==> src/rtl/display_module.sv <==
// Scans four 7-segment digits: leftmost shows which of eight 8-bit results is selected, the other three its decimal value.
// Segment and anode outputs are registered together, one cycle after the state they reflect.
module display_module #(
   parameter int REFRESH_BITS = 18,
   parameter int DWELL_CYCLES = 100000000
) (
   input  logic       clk,
   input  logic       rst,
   input  logic       display_rst,
   input  logic       display_en,
   input  logic [7:0] in_sa_11,
   input  logic [7:0] in_sa_12,
   input  logic [7:0] in_sa_21,
   input  logic [7:0] in_sa_22,
   input  logic [7:0] in_custom_11,
   input  logic [7:0] in_custom_12,
   input  logic [7:0] in_custom_21,
   input  logic [7:0] in_custom_22,
   output logic [3:0] anode_activate,
   output logic [6:0] out
);

   localparam int DWELL_W = (DWELL_CYCLES > 1) ? $clog2(DWELL_CYCLES) : 1;
   localparam logic [DWELL_W-1:0] DWELL_LAST = DWELL_W'(DWELL_CYCLES - 1);

   logic [REFRESH_BITS-1:0] refresh_q, refresh_d;
   logic [DWELL_W-1:0]      dwell_q, dwell_d;
   logic [2:0]              idx_q, idx_d;
   logic [3:0]              anode_q, anode_d;
   logic [6:0]              seg_q, seg_d;

   logic [7:0]  val;
   logic [19:0] bcd_sh;
   logic [3:0]  hund, tens, ones;
   logic [1:0]  sel;
   logic [3:0]  digit;

   function automatic logic [6:0] seg_code(input logic [3:0] d);
      case (d)
         4'd0:    seg_code = 7'b0000001;
         4'd1:    seg_code = 7'b1001111;
         4'd2:    seg_code = 7'b0010010;
         4'd3:    seg_code = 7'b0000110;
         4'd4:    seg_code = 7'b1001100;
         4'd5:    seg_code = 7'b0100100;
         4'd6:    seg_code = 7'b0100000;
         4'd7:    seg_code = 7'b0001111;
         4'd8:    seg_code = 7'b0000000;
         4'd9:    seg_code = 7'b0000100;
         default: seg_code = 7'b1111111;
      endcase
   endfunction

   always_comb begin
      refresh_d = refresh_q;
      dwell_d   = dwell_q;
      idx_d     = idx_q;
      if (display_rst) begin
         refresh_d = '0;
         dwell_d   = '0;
         idx_d     = '0;
      end else if (display_en) begin
         refresh_d = refresh_q + REFRESH_BITS'(1);
         if (dwell_q == DWELL_LAST) begin
            dwell_d = '0;
            idx_d   = idx_q + 3'd1;
         end else begin
            dwell_d = dwell_q + DWELL_W'(1);
         end
      end
   end

   // Inputs are muxed live so an updated result appears on the very next edge.
   always_comb begin
      case (idx_q)
         3'd0:    val = in_sa_11;
         3'd1:    val = in_sa_12;
         3'd2:    val = in_sa_21;
         3'd3:    val = in_sa_22;
         3'd4:    val = in_custom_11;
         3'd5:    val = in_custom_12;
         3'd6:    val = in_custom_21;
         default: val = in_custom_22;
      endcase
   end

   always_comb begin
      bcd_sh = {12'd0, val};
      for (int i = 0; i < 8; i++) begin
         if (bcd_sh[11:8] >= 4'd5)  bcd_sh[11:8]  = bcd_sh[11:8] + 4'd3;
         if (bcd_sh[15:12] >= 4'd5) bcd_sh[15:12] = bcd_sh[15:12] + 4'd3;
         if (bcd_sh[19:16] >= 4'd5) bcd_sh[19:16] = bcd_sh[19:16] + 4'd3;
         bcd_sh = bcd_sh << 1;
      end
      hund = bcd_sh[19:16];
      tens = bcd_sh[15:12];
      ones = bcd_sh[11:8];
   end

   assign sel = refresh_q[REFRESH_BITS-1 -: 2];

   always_comb begin
      anode_d = 4'b1111;
      seg_d   = 7'b1111111;
      digit   = ones;
      case (sel)
         2'd0:    begin anode_d = 4'b1110; digit = ones;          end
         2'd1:    begin anode_d = 4'b1101; digit = tens;          end
         2'd2:    begin anode_d = 4'b1011; digit = hund;          end
         default: begin anode_d = 4'b0111; digit = {1'b0, idx_q}; end
      endcase
      seg_d = seg_code(digit);
      if (display_rst || !display_en) begin
         anode_d = 4'b1111;
         seg_d   = 7'b1111111;
      end
   end

   always_ff @(posedge clk or negedge rst) begin
      if (!rst) begin
         refresh_q <= '0;
         dwell_q   <= '0;
         idx_q     <= '0;
         anode_q   <= 4'b1111;
         seg_q     <= 7'b1111111;
      end else begin
         refresh_q <= refresh_d;
         dwell_q   <= dwell_d;
         idx_q     <= idx_d;
         anode_q   <= anode_d;
         seg_q     <= seg_d;
      end
   end

   assign anode_activate = anode_q;
   assign out            = seg_q;

endmodule

==> config.mk <==
export PLATFORM = sky130hd
export DESIGN_NAME = display_module
export DESIGN_NICKNAME = d
export VERILOG_FILES = /design/src/rtl/display_module.sv
export SDC_FILE = /design/constraint.sdc
export NUM_CORES = 1
export LEC_CHECK = 0
export CORE_UTILIZATION = 35
export DETAILED_ROUTE_END_ITERATION = 10
export HOLD_SLACK_MARGIN = 0.1
export SYNTH_ARGS = -nofsm -noshare
export SYNTH_HDL_FRONTEND = slang
export SYNTH_SLANG_ARGS = --single-unit
==> constraint.sdc <==
create_clock -name clk -period 9.44 [get_ports clk]
set_clock_uncertainty 0.1 [all_clocks]
set_input_delay 0.944 -clock clk [delete_from_list [all_inputs] [get_ports clk]]
set_output_delay 0.944 -clock clk [all_outputs]
set_load 0.02 [all_outputs]
==> results.sh <==
export IMPL_synth_top_flop_cell="dfrtp_1"
export IMPL_totalWireLength_mm=11.6
export IMPL_ys_seq_elements=59
export IMPL_rows=41
export IMPL_synth_nets=611
export IMPL_cap_violations=0
export IMPL_ios=79
export IMPL_synth_cells=518
export IMPL_synthXorXnorAreaFrac_pct=7.50
export IMPL_worstSetupStartpoint="idx_q[0]$_DFFE_PN0P_"
export IMPL_hpwlAfterDp_mm=8.46
export IMPL_end_kind="flop"
export IMPL_worst_path_max_delay_cell="or4_1"
export IMPL_worstHoldStart="dwell_q[4]$_DFFE_PN0P_"
export IMPL_drt_pass1_iter_count=5
export IMPL_vias_per_cell=5.41
export IMPL_cts_setup_buffers=0
export IMPL_worst_pin_slew_ps=964
export IMPL_area_growth_syn_to_layout_pct=26.9
export IMPL_root_buffer="clkbuf_16"
export IMPL_dr_first_iter_drc_count=207
export IMPL_timing_rr_start="idx_q[0]$_DFFE_PN0P_"
export IMPL_cp_data_required_time_ps=9590
export IMPL_path_clk_slew_ps=50
export IMPL_hp_class="reg2reg"
export IMPL_fin_crit_ps=8480
export IMPL_p_leak_nw=2.34
export IMPL_finalSetupViolCount=0
export IMPL_clockBufferDepth=2
export IMPL_drv_slew=0
export IMPL_fin_crit_sh_pct=89.8
export IMPL_slew_headroom_pct=35.5
export IMPL_cts_tree="done"
export IMPL_vias=4146
export IMPL_grt_ovfl_total=0
export IMPL_cts_resized=0
export IMPL_start_util_pct=35.9
export IMPL_final_nets=683
export IMPL_ctsHtreeMaxLevel=3
export IMPL_cts_sinks=59
export IMPL_synth_adder_area_share_pct=6.87
export IMPL_hold_buffers=0
export IMPL_synth_area_mux_share_pct=4.95
export IMPL_grt_start_max_net_pins=60
export IMPL_rsz0062_at_grt="no"
export IMPL_cpMostUsedCell="ha_1"
export IMPL_timing_reg2reg_setup_slack_ps=960
export IMPL_ys_warn_count=0
export IMPL_die_h_um=116
export IMPL_numPortBuffers=78
export IMPL_fmax_mhz=118
export IMPL_tns_ps=0
export IMPL_synth_top_family_by_area="compound AO/OA/AOI/OAI gates"
export IMPL_post_drt_wl_per_cell_um=15.1
export IMPL_cts_made_buffers=9
export IMPL_first_global_vias=4121
export IMPL_drc=0
export IMPL_synthSimpleGateAreaFrac_pct=20.7
export IMPL_gp_congestion=0.897
export IMPL_p_per_area_nw_per_um2=156
export IMPL_arrival_ps=8620
export IMPL_die_w_um=116
export IMPL_outcome="completed"
export IMPL_final_hold_viol_count=0
export IMPL_synth_compound_area_share_pct=23.3
export IMPL_n_antenna_cell=0
export IMPL_clk_latency_ps=320
export IMPL_critical_path_max_stage_delay_ps=830
export IMPL_irDropWorstVdd_mv=0.0827
export IMPL_drive_above_1_share_pct=11.4
export IMPL_antenna_found_initial=0
export IMPL_avgSynthCellArea_um2=8.79
export IMPL_crit_path_start_kind="flop"
export IMPL_async_flop_share_pct=100
export IMPL_ant_nets=0
export IMPL_track_usage_pct=17.7
export IMPL_critPathKind="reg2reg"
export IMPL_synth_edf_count=0
export IMPL_synth_area_um2=4550
export IMPL_ys_seq_area_share_pct=32.7
export IMPL_synth_cell_types=85
export IMPL_cp_max_fo=16
export IMPL_coreArea_um2=12700
export IMPL_power_mw=0.899
export IMPL_die_area_um2=13500
export IMPL_grt_pass1_wl_mm=19.0
[cell type report]
cell class                 count  area (µm²)
fill                        1251        6890
clock inverter                 3        16.3
multi-input combinational    415        2880
sequential                    59        1490
tap                          172         215
timing repair buffer          81         798
clock buffer                  13         283
inverter                      24        90.1
[placed cells by master (no fill, tap or decap), types with 3 or more instances in the layout]
cell,netlist,final
a22oi_1,8,8
nor3_1,7,7
clkbuf_16,0,11
o21ai_1,7,7
and2_1,3,3
dfrtp_1,48,48
or3_1,5,5
mux2i_1,9,9
and3_1,11,11
xor2_1,21,21
nor4_1,3,3
o41ai_1,3,3
o31ai_1,4,4
or2_2,5,5
ha_1,25,25
buf_4,1,3
o22ai_1,3,3
a221oi_1,10,10
dfstp_2,11,11
a21o_1,3,3
a211oi_1,4,4
o21ai_0,20,20
nand2b_1,3,3
a31oi_1,8,8
nand4_1,10,10
nand2_1,46,46
o211ai_1,7,7
nor2_1,60,60
mux2_2,11,11
inv_1,24,24
xnor2_1,13,13
clkdlybuf4s50_1,0,77
nand3_1,21,21
nor2b_1,5,5
a21oi_1,23,23
[registers in the layout (all words and copies together) (netlist names)]
signal	flops
out	7
dwell_q	27
anode_activate	4
refresh_q	18
idx_q	3
[report_power, final]
group          internal [mW]  leakage, nW  total [mW]  switching (mW)
Combinational          0.141         1.41       0.307           0.166
Clock                  0.209        0.150       0.319           0.111
Sequential             0.268        0.783       0.272         0.00424
[critical path: cells and delay by family, from the launching register on]
kind | cells | cell delay, ps
adder cells (fa/ha/maj) | 9 | 2030
buffers and inverters | 6 | 620
AND/OR/NAND/NOR | 8 | 2120
AO/OA/AOI/OAI | 13 | 3130
flip-flops | 1 | 400
[Yosys cell counts (8+ instances only)]
| library cell | count | area, µm² |
|---|---|---|
| a22oi_1 | 8 | 60.1 |
| inv_1 | 24 | 90.1 |
| nor2_1 | 60 | 225 |
| nand3_1 | 21 | 105 |
| a221oi_1 | 10 | 87.6 |
| xnor2_1 | 13 | 114 |
| o21ai_0 | 20 | 100 |
| and3_1 | 11 | 68.8 |
| dfstp_2 | 11 | 289 |
| a31oi_1 | 8 | 50.1 |
| a21oi_1 | 23 | 115 |
| clkbuf_1 | 15 | 56.3 |
| nand4_1 | 10 | 62.6 |
| xor2_1 | 21 | 184 |
| nand2_1 | 46 | 173 |
| ha_1 | 25 | 313 |
| dfrtp_1 | 48 | 1200 |
| mux2_2 | 11 | 124 |
| mux2i_1 | 9 | 90.1 |
[through the flow]
step / utilization, % / std cells / hold WS (ps) / setup slack (ps) / cell area (µm²)
2_1_floorplan: - / 518 / 360 / 1850 / 4550
3_3_place_gp: 43.2 / 751 / 390 / 1320 / 5480
3_5_place_dp: 43.2 / 751 / 394 / 1060 / 5480
4_1_cts: 45.6 / 767 / 400 / 1010 / 5780
5_1_grt: 45.6 / 767 / 422 / 421 / 5780
6_report: 45.6 / 767 / 397 / 964 / 5780
[kinds of logic (layout without fill, tap and decap cells)]
| kind of cell | Yosys count | count (layout) |
|---|---|---|
| and+or+nand+nor | 193 | 193 |
| AOI/OAI and AO/OA | 140 | 140 |
| DFF | 59 | 59 |
| buffers and inverters | 44 | 121 |
| xor gates and xnor gates | 36 | 36 |
| adders and majority gates | 25 | 25 |
| muxes | 21 | 21 |
[path summary, 6_finish.rpt]
check / end / cells after the start
max in group asynchronous: idx_q[2]$_DFFE_PN0P_ / 2
max: out[1]$_DFF_PN1_ / 36
min in group asynchronous: dwell_q[5]$_DFFE_PN0P_ / 2
min reg2reg: dwell_q[4]$_DFFE_PN0P_ / 1
min: dwell_q[4]$_DFFE_PN0P_ / 1
max reg2reg: out[1]$_DFF_PN1_ / 36
[per-layer routing]
layer	up-vias	GRT usage (%)	share of wire (%)	wire length [µm]
met5	-	0	0	0
met1	1988	21.6	45	5210
met4	0	6.32	1.6	185
met2	94	31.5	48	5590
met3	18	2.51	5.2	599
li1	2046	-	-	-
Note: power is estimated with default switching activity, not from simulation.
